<file path="src/rtl/pcileech_com_pkg.sv">
// ---------------------------------------------------------------------------
// pcileech_com_pkg
//
// Shared definitions for the clk_com communication core.
//   COM_RESYNC_DW   : the 32-bit resync marker that the receive-side 32->64
//                     packer hunts for. Two back-to-back copies realign it.
//   com_tx_state_t  : state encoding of the 64->32 transmit serializer.
// ---------------------------------------------------------------------------
package pcileech_com_pkg;

    localparam logic [31:0] COM_RESYNC_DW = 32'h66665555;

    typedef enum logic [2:0] {
        IDLE = 3'd0,
        HI   = 3'd1,
        LO   = 3'd2,
        RS1  = 3'd3,
        RS2  = 3'd4
    } com_tx_state_t;

endpackage

</file>
<file path="src/rtl/pcileech_com_tx64to32.sv">
// ---------------------------------------------------------------------------
// pcileech_com_tx64to32
//
// Serializes 64-bit words into the 32-bit stream that the com receive path
// packs back into 64-bit words. The high DW goes first, then the low DW.
// A resync pair (COM_RESYNC_DW twice) is inserted between words on request
// or after RESYNC_IDLE idle cycles, keeping the receiver's packer aligned.
// Data that would itself look like a resync pattern is sent unchanged but
// flagged on 'collision'.
//
// Ports
//   clk, rst_n    : clk_com clock, asynchronous active-low reset
//   din[63:0]     : word to send, [63:32] goes out first
//   din_valid     : din holds a word
//   din_ready     : word accepted when din_valid & din_ready
//   resync_req    : one-cycle request for a resync pair at the next boundary
//   dout[31:0]    : serialized DW
//   dout_valid    : dout holds a DW
//   dout_ready    : downstream accepts the DW
//   collision     : one-cycle pulse, last sent data formed a resync pattern
//   tx_words      : number of 64-bit words fully sent (wraps)
//
// RESYNC_IDLE : idle cycles before an automatic resync pair, 0 disables it.
// ---------------------------------------------------------------------------
module pcileech_com_tx64to32
    import pcileech_com_pkg::*;
#(
    parameter int RESYNC_IDLE = 1024
) (
    input  logic        clk,
    input  logic        rst_n,
    input  logic [63:0] din,
    input  logic        din_valid,
    output logic        din_ready,
    input  logic        resync_req,
    output logic [31:0] dout,
    output logic        dout_valid,
    input  logic        dout_ready,
    output logic        collision,
    output logic [31:0] tx_words
);

    localparam int IDLE_W = ($clog2(RESYNC_IDLE + 1) > 1) ? $clog2(RESYNC_IDLE + 1) : 1;
    localparam logic [IDLE_W-1:0] IDLE_LIMIT = IDLE_W'(RESYNC_IDLE);

    com_tx_state_t     state;
    logic [63:0]       hold;
    logic [IDLE_W-1:0] idle_cnt;
    logic [IDLE_W-1:0] idle_cnt_inc;
    logic              resync_pending;
    logic              last_lo_match;
    logic              rst_done;
    logic              dout_xfer;
    logic              din_accept;

    // A new word can enter from IDLE, or back-to-back while the current low
    // DW leaves. A pending resync blocks intake so the pair lands on a word
    // boundary. rst_done keeps din_ready low until the first edge after reset.
    assign din_ready    = rst_done & ~resync_pending &
                          ((state == IDLE) | ((state == LO) & dout_ready));
    assign din_accept   = din_valid & din_ready;
    assign dout_xfer    = dout_valid & dout_ready;
    assign idle_cnt_inc = idle_cnt + IDLE_W'(1);

    // Single FSM block. dout/dout_valid are loaded together with the state
    // they belong to, so the outputs come straight from flops and hold
    // naturally under backpressure. The idle counter stops at IDLE_LIMIT
    // after firing and only restarts from a din accept, so the automatic
    // pair fires once per idle period.
    always_ff @(posedge clk or negedge rst_n) begin
        if (!rst_n) begin
            state          <= IDLE;
            hold           <= '0;
            dout           <= '0;
            dout_valid     <= 1'b0;
            collision      <= 1'b0;
            tx_words       <= '0;
            resync_pending <= 1'b0;
            idle_cnt       <= '0;
            last_lo_match  <= 1'b0;
            rst_done       <= 1'b0;
        end else begin
            rst_done  <= 1'b1;
            collision <= 1'b0;

            if (resync_req) begin
                resync_pending <= 1'b1;
            end

            if (din_accept) begin
                idle_cnt <= '0;
            end else if ((RESYNC_IDLE != 0) && (state == IDLE) && !resync_pending &&
                         (idle_cnt != IDLE_LIMIT)) begin
                idle_cnt <= idle_cnt_inc;
                if (idle_cnt_inc == IDLE_LIMIT) begin
                    resync_pending <= 1'b1;
                end
            end

            case (state)
                IDLE: begin
                    if (resync_pending) begin
                        state      <= RS1;
                        dout       <= COM_RESYNC_DW;
                        dout_valid <= 1'b1;
                    end else if (din_accept) begin
                        hold       <= din;
                        dout       <= din[63:32];
                        dout_valid <= 1'b1;
                        state      <= HI;
                    end
                end

                HI: begin
                    if (dout_xfer) begin
                        state         <= LO;
                        dout          <= hold[31:0];
                        // Previous low DW plus this high DW form the pair.
                        collision     <= last_lo_match && (hold[63:32] == COM_RESYNC_DW);
                        last_lo_match <= 1'b0;
                    end
                end

                LO: begin
                    if (dout_xfer) begin
                        tx_words      <= tx_words + 32'd1;
                        last_lo_match <= (hold[31:0] == COM_RESYNC_DW);
                        collision     <= (hold == {COM_RESYNC_DW, COM_RESYNC_DW});
                        if (din_accept) begin
                            hold  <= din;
                            dout  <= din[63:32];
                            state <= HI;
                        end else if (resync_pending) begin
                            dout  <= COM_RESYNC_DW;
                            state <= RS1;
                        end else begin
                            dout       <= '0;
                            dout_valid <= 1'b0;
                            state      <= IDLE;
                        end
                    end
                end

                RS1: begin
                    if (dout_xfer) begin
                        state         <= RS2;
                        last_lo_match <= 1'b0;
                    end
                end

                RS2: begin
                    if (dout_xfer) begin
                        state          <= IDLE;
                        dout           <= '0;
                        dout_valid     <= 1'b0;
                        last_lo_match  <= 1'b0;
                        // A request landing on the closing DW queues another pair.
                        resync_pending <= resync_req;
                    end
                end

                default: begin
                    state      <= IDLE;
                    dout       <= '0;
                    dout_valid <= 1'b0;
                end
            endcase
        end
    end

endmodule

</file>
<file path="config.mk">
export PLATFORM = sky130hd
export DESIGN_NAME = pcileech_com_tx64to32
export DESIGN_NICKNAME = d
export VERILOG_FILES = /design/src/rtl/pcileech_com_pkg.sv /design/src/rtl/pcileech_com_tx64to32.sv
export SDC_FILE = /design/constraint.sdc
export NUM_CORES = 1
export LEC_CHECK = 0
export CAP_MARGIN = 30
export CORE_ASPECT_RATIO = 1.4
export CORE_UTILIZATION = 30
export CTS_BUF_LIST = sky130_fd_sc_hd__clkbuf_2 sky130_fd_sc_hd__clkbuf_4 sky130_fd_sc_hd__clkbuf_8
export DETAILED_ROUTE_END_ITERATION = 10
export GPL_TIMING_DRIVEN = 0
export PLACE_DENSITY = 0.54
export SETUP_SLACK_MARGIN = 0.02
export SLEW_MARGIN = 10
export SYNTH_ARGS = -nofsm -noshare
export SYNTH_HDL_FRONTEND = slang
export SYNTH_SLANG_ARGS = --single-unit
</file>
<file path="constraint.sdc">
create_clock -name clk -period 3.1 [get_ports clk]
set_input_delay 0.31 -clock clk [delete_from_list [all_inputs] [get_ports clk]]
set_output_delay 0.31 -clock clk [all_outputs]
set_load 0.05 [all_outputs]
</file>
==> out/qor.yml <==
crit_buf_inv: 1
cts.path.max_buffers: 2
hold_slack_ns: 0.313
n_antenna_cell: 0
synth_most_common_cell: "dfrtp_1"
clk_latency_ns: 0.46
ys_seq_area_share_pct: 54.3
final_nets: 820
synth_edf_count: 0
numCtsBuffers: 17
synthSimpleGateAreaFrac_pct: 13.5
period_minus_slack_ns: 2.71
die-area_um2: 23200
drc: 0
slowest_delay_ns: 0.54
drt_iter0_drc: 297
p_leak_uw: 0.00370
switching_share_pct: 40.7
grt_util_met1_pct: 22.9
setup_violations: 0
io_pins: 136
grt_usage_pct: 17.5
ir_drop_v: 0.000345
critPathKind: "register to register"
worst_setup_path_start_kind: "register"
slew_viol_final: 0
final_util_pct: 40.5
io_buffers: 135
endpoint_kind: "register"
first_pass_iters: 4
avgSynthCellArea_um2: 11.4
critPathTopFamily: "compound AO/OA/AOI/OAI gates"
outcome: "finished clean"
rows: 64
synth_top_family_by_area: "simple AND/OR/NAND/NOR gates"
synth_ff_type: "dfrtp_1"
ys_warn_count: 0
ys_top_cells_by_area: "dfrtp_1 (54%), mux2_2 (10%), o2bb2ai_1 (4.1%)"
cts_tree: "yes"
drtAntennaViolNets: 0
clockPowerShare_pct: 23.9
netlist_top_cells_count: "dfrtp_1 (147), mux2_2 (60), a21oi_1 (52)"
p_comb_share_pct: 38.0
routed_wl_um: 19500
p_int_uw: 3710
finClkSkew_ns: 0.0195
syn-instance-count: 592
start_util_pct: 30.7
vias: 5250
met3_usage_pct: 3.30
hold_class: "input pin to asynchronous set/reset pin"
synthArstFlopShare_pct: 100
drv_cap: 0
crit_chain: "nor4b_1 > nand3_1 > a21boi_2 > clkbuf_1 > a21oi_1 > o2bb2ai_1"
place_congestion: 0.858
arrival_ns: 3.09
ys_ff_latch: 147
cts-root-buf: "clkbuf_8"
dpl-instance-area_um2: 8520
slowest_stage: "clkbuf_1"
wire_per_inst_um: 18.5
p_switching_uw: 2550
clk_pin_slew_ns: 0.08
crit_fanout: 10
viasPerCell: 4.97
p_seq_share_pct: 38.1
period_share_pct: 87.5
cts_setup_buffers: 0
cts-htree-levels: 4
synthesis.area_um2: 6770
antenna_found_initial: 0
maxSlewHeadroom_pct: 38.6
cts_sinks: 147
grt_pass1_wl_um: 30500
synth_mux_area_share_pct: 10.8
drive_gt1_share_pct: 15.4
grt_max_degree: 111
synth_area_leader_cell: "dfrtp_1"
syn-num-nets: 664
netlist.area_leader.share_pct: 54.3
ys_types: 47
grt_busiest_layer: "met2"
die_w_um: 129
fp.dieH_um: 180
area_growth_syn_to_layout_pct: 31.8
stdcell_area_um2: 8920
synth_compound_area_share_pct: 12.0
fmax_mhz: 369
ctsResizeCount: 0
worst_slew_pin_slew_ns: 0.914
grt_setup_unrepaired: "false"
power_density_nw_per_um2: 702
core_um2: 22000
grt_pass1_vias: 5374
synthAdderAreaFrac_pct: 0.555
yosys.area_share.xor_xnor_pct: 5.69
report.final.hold_viol_count: 0
place_hpwl_um: 14500
required_ns: 3.48
n_fill_cell: 2130
overflow: 0
met2_usage_pct: 28.7
## cells by family after synthesis
logic type      Yosys count
buf+inv                  41
mux                      65
flops                   147
simple gates            170
compound gates          121
fa+ha+maj                 3
other cells               1
xor+xnor                 44
## per-layer routing
metal | wire length (um) | part of all wire, %
met1 | 8540 | 44
met2 | 9760 | 50
met3 | 885 | 4.5
met4 | 332 | 1.7
met5 | 0 | 0
## final timing paths
path	from	endpoint	slack, ns	depth (start not counted)
hold / removal	rst_n	tx_words[1]$_DFFE_PN0P_	0.31	2
min in group clk	tx_words[31]$_DFFE_PN0P_	tx_words[31]$_DFFE_PN0P_	0.47	1
setup reg to reg	resync_pending$_DFF_PN0_	dout[8]$_DFFE_PN0P_	0.39	6
setup / recovery	resync_pending$_DFF_PN0_	dout[8]$_DFFE_PN0P_	0.39	6
max in group asynchronous	rst_n	hold[47]$_DFFE_PN0P_	1.94	3
hold reg to reg	tx_words[31]$_DFFE_PN0P_	tx_words[31]$_DFFE_PN0P_	0.47	1
## registers in the layout, summed over array words and instances, names as in the netlist
register and count:
dout 32, rst_done 1, dout_valid 1, last_lo_match 1, tx_words 32, hold 64, state 3, resync_pending 1
idle_cnt 11, collision 1
## through the flow
stage | instances | power [uW] | TNS [ns] | worst slack, ns
finish | 1057 | 6260 | 0 | 0.386
global route | 1057 | 6620 | 0 | 0.0708
floorplan | 592 | 3910 | 0 | 0.922
CTS | 1057 | 6320 | 0 | 0.374
global placement | 1024 | 4750 | -622.84 | -4.25
detailed placement | 1025 | 4800 | 0 | 0.265
## cell type report
class / instances / area, um2 / share of cell area, %
repair buffers: 137 / 1390 / 15.6
well taps: 297 / 372 / 4.17
inverters: 6 / 22.5 / 0.252
flip-flops and latches: 147 / 3680 / 41.2
multi-input cells: 404 / 2890 / 32.4
clock buffers: 19 / 255 / 2.86
clock inverters: 12 / 131 / 1.47
plain buffers: 35 / 179 / 2.01
## power groups by stage
stage	logic (uW)	clock network, uW	registers [uW]
3_5_place_dp	2380	0	2420
6_report	2380	1490	2390
2_1_floorplan	1080	0	2830
3_3_place_gp	2340	0	2410
5_1_grt	2570	1630	2420
4_1_cts	2390	1540	2390
## layout by cell type, fill, tap and decap left out, drive strengths merged, types with 3 or more instances in the layout
master and count:
inv 8, nand2 38, and4 4, ha 3
clkinv 4, nand2b 3, nor3 3, nor4bb 9
nor2 46, nor4b 4, nand3 19, xnor2 32
a21oi 53, o21ai 8, clkinvlp 4, a22oi 18
xor2 12, clkdlybuf4s50 134, mux2 65, o31ai 3
and3 8, nand4 18, nor4 4, clkbuf 38
dfrtp 147, and2 4, o2bb2ai 32, buf 18
## timing repair
action,CTS,global route
hold buffers,1,0
setup endpoints to repair,0,0
hold endpoints to repair,37,0
Note: power is estimated with default switching activity, not from simulation.
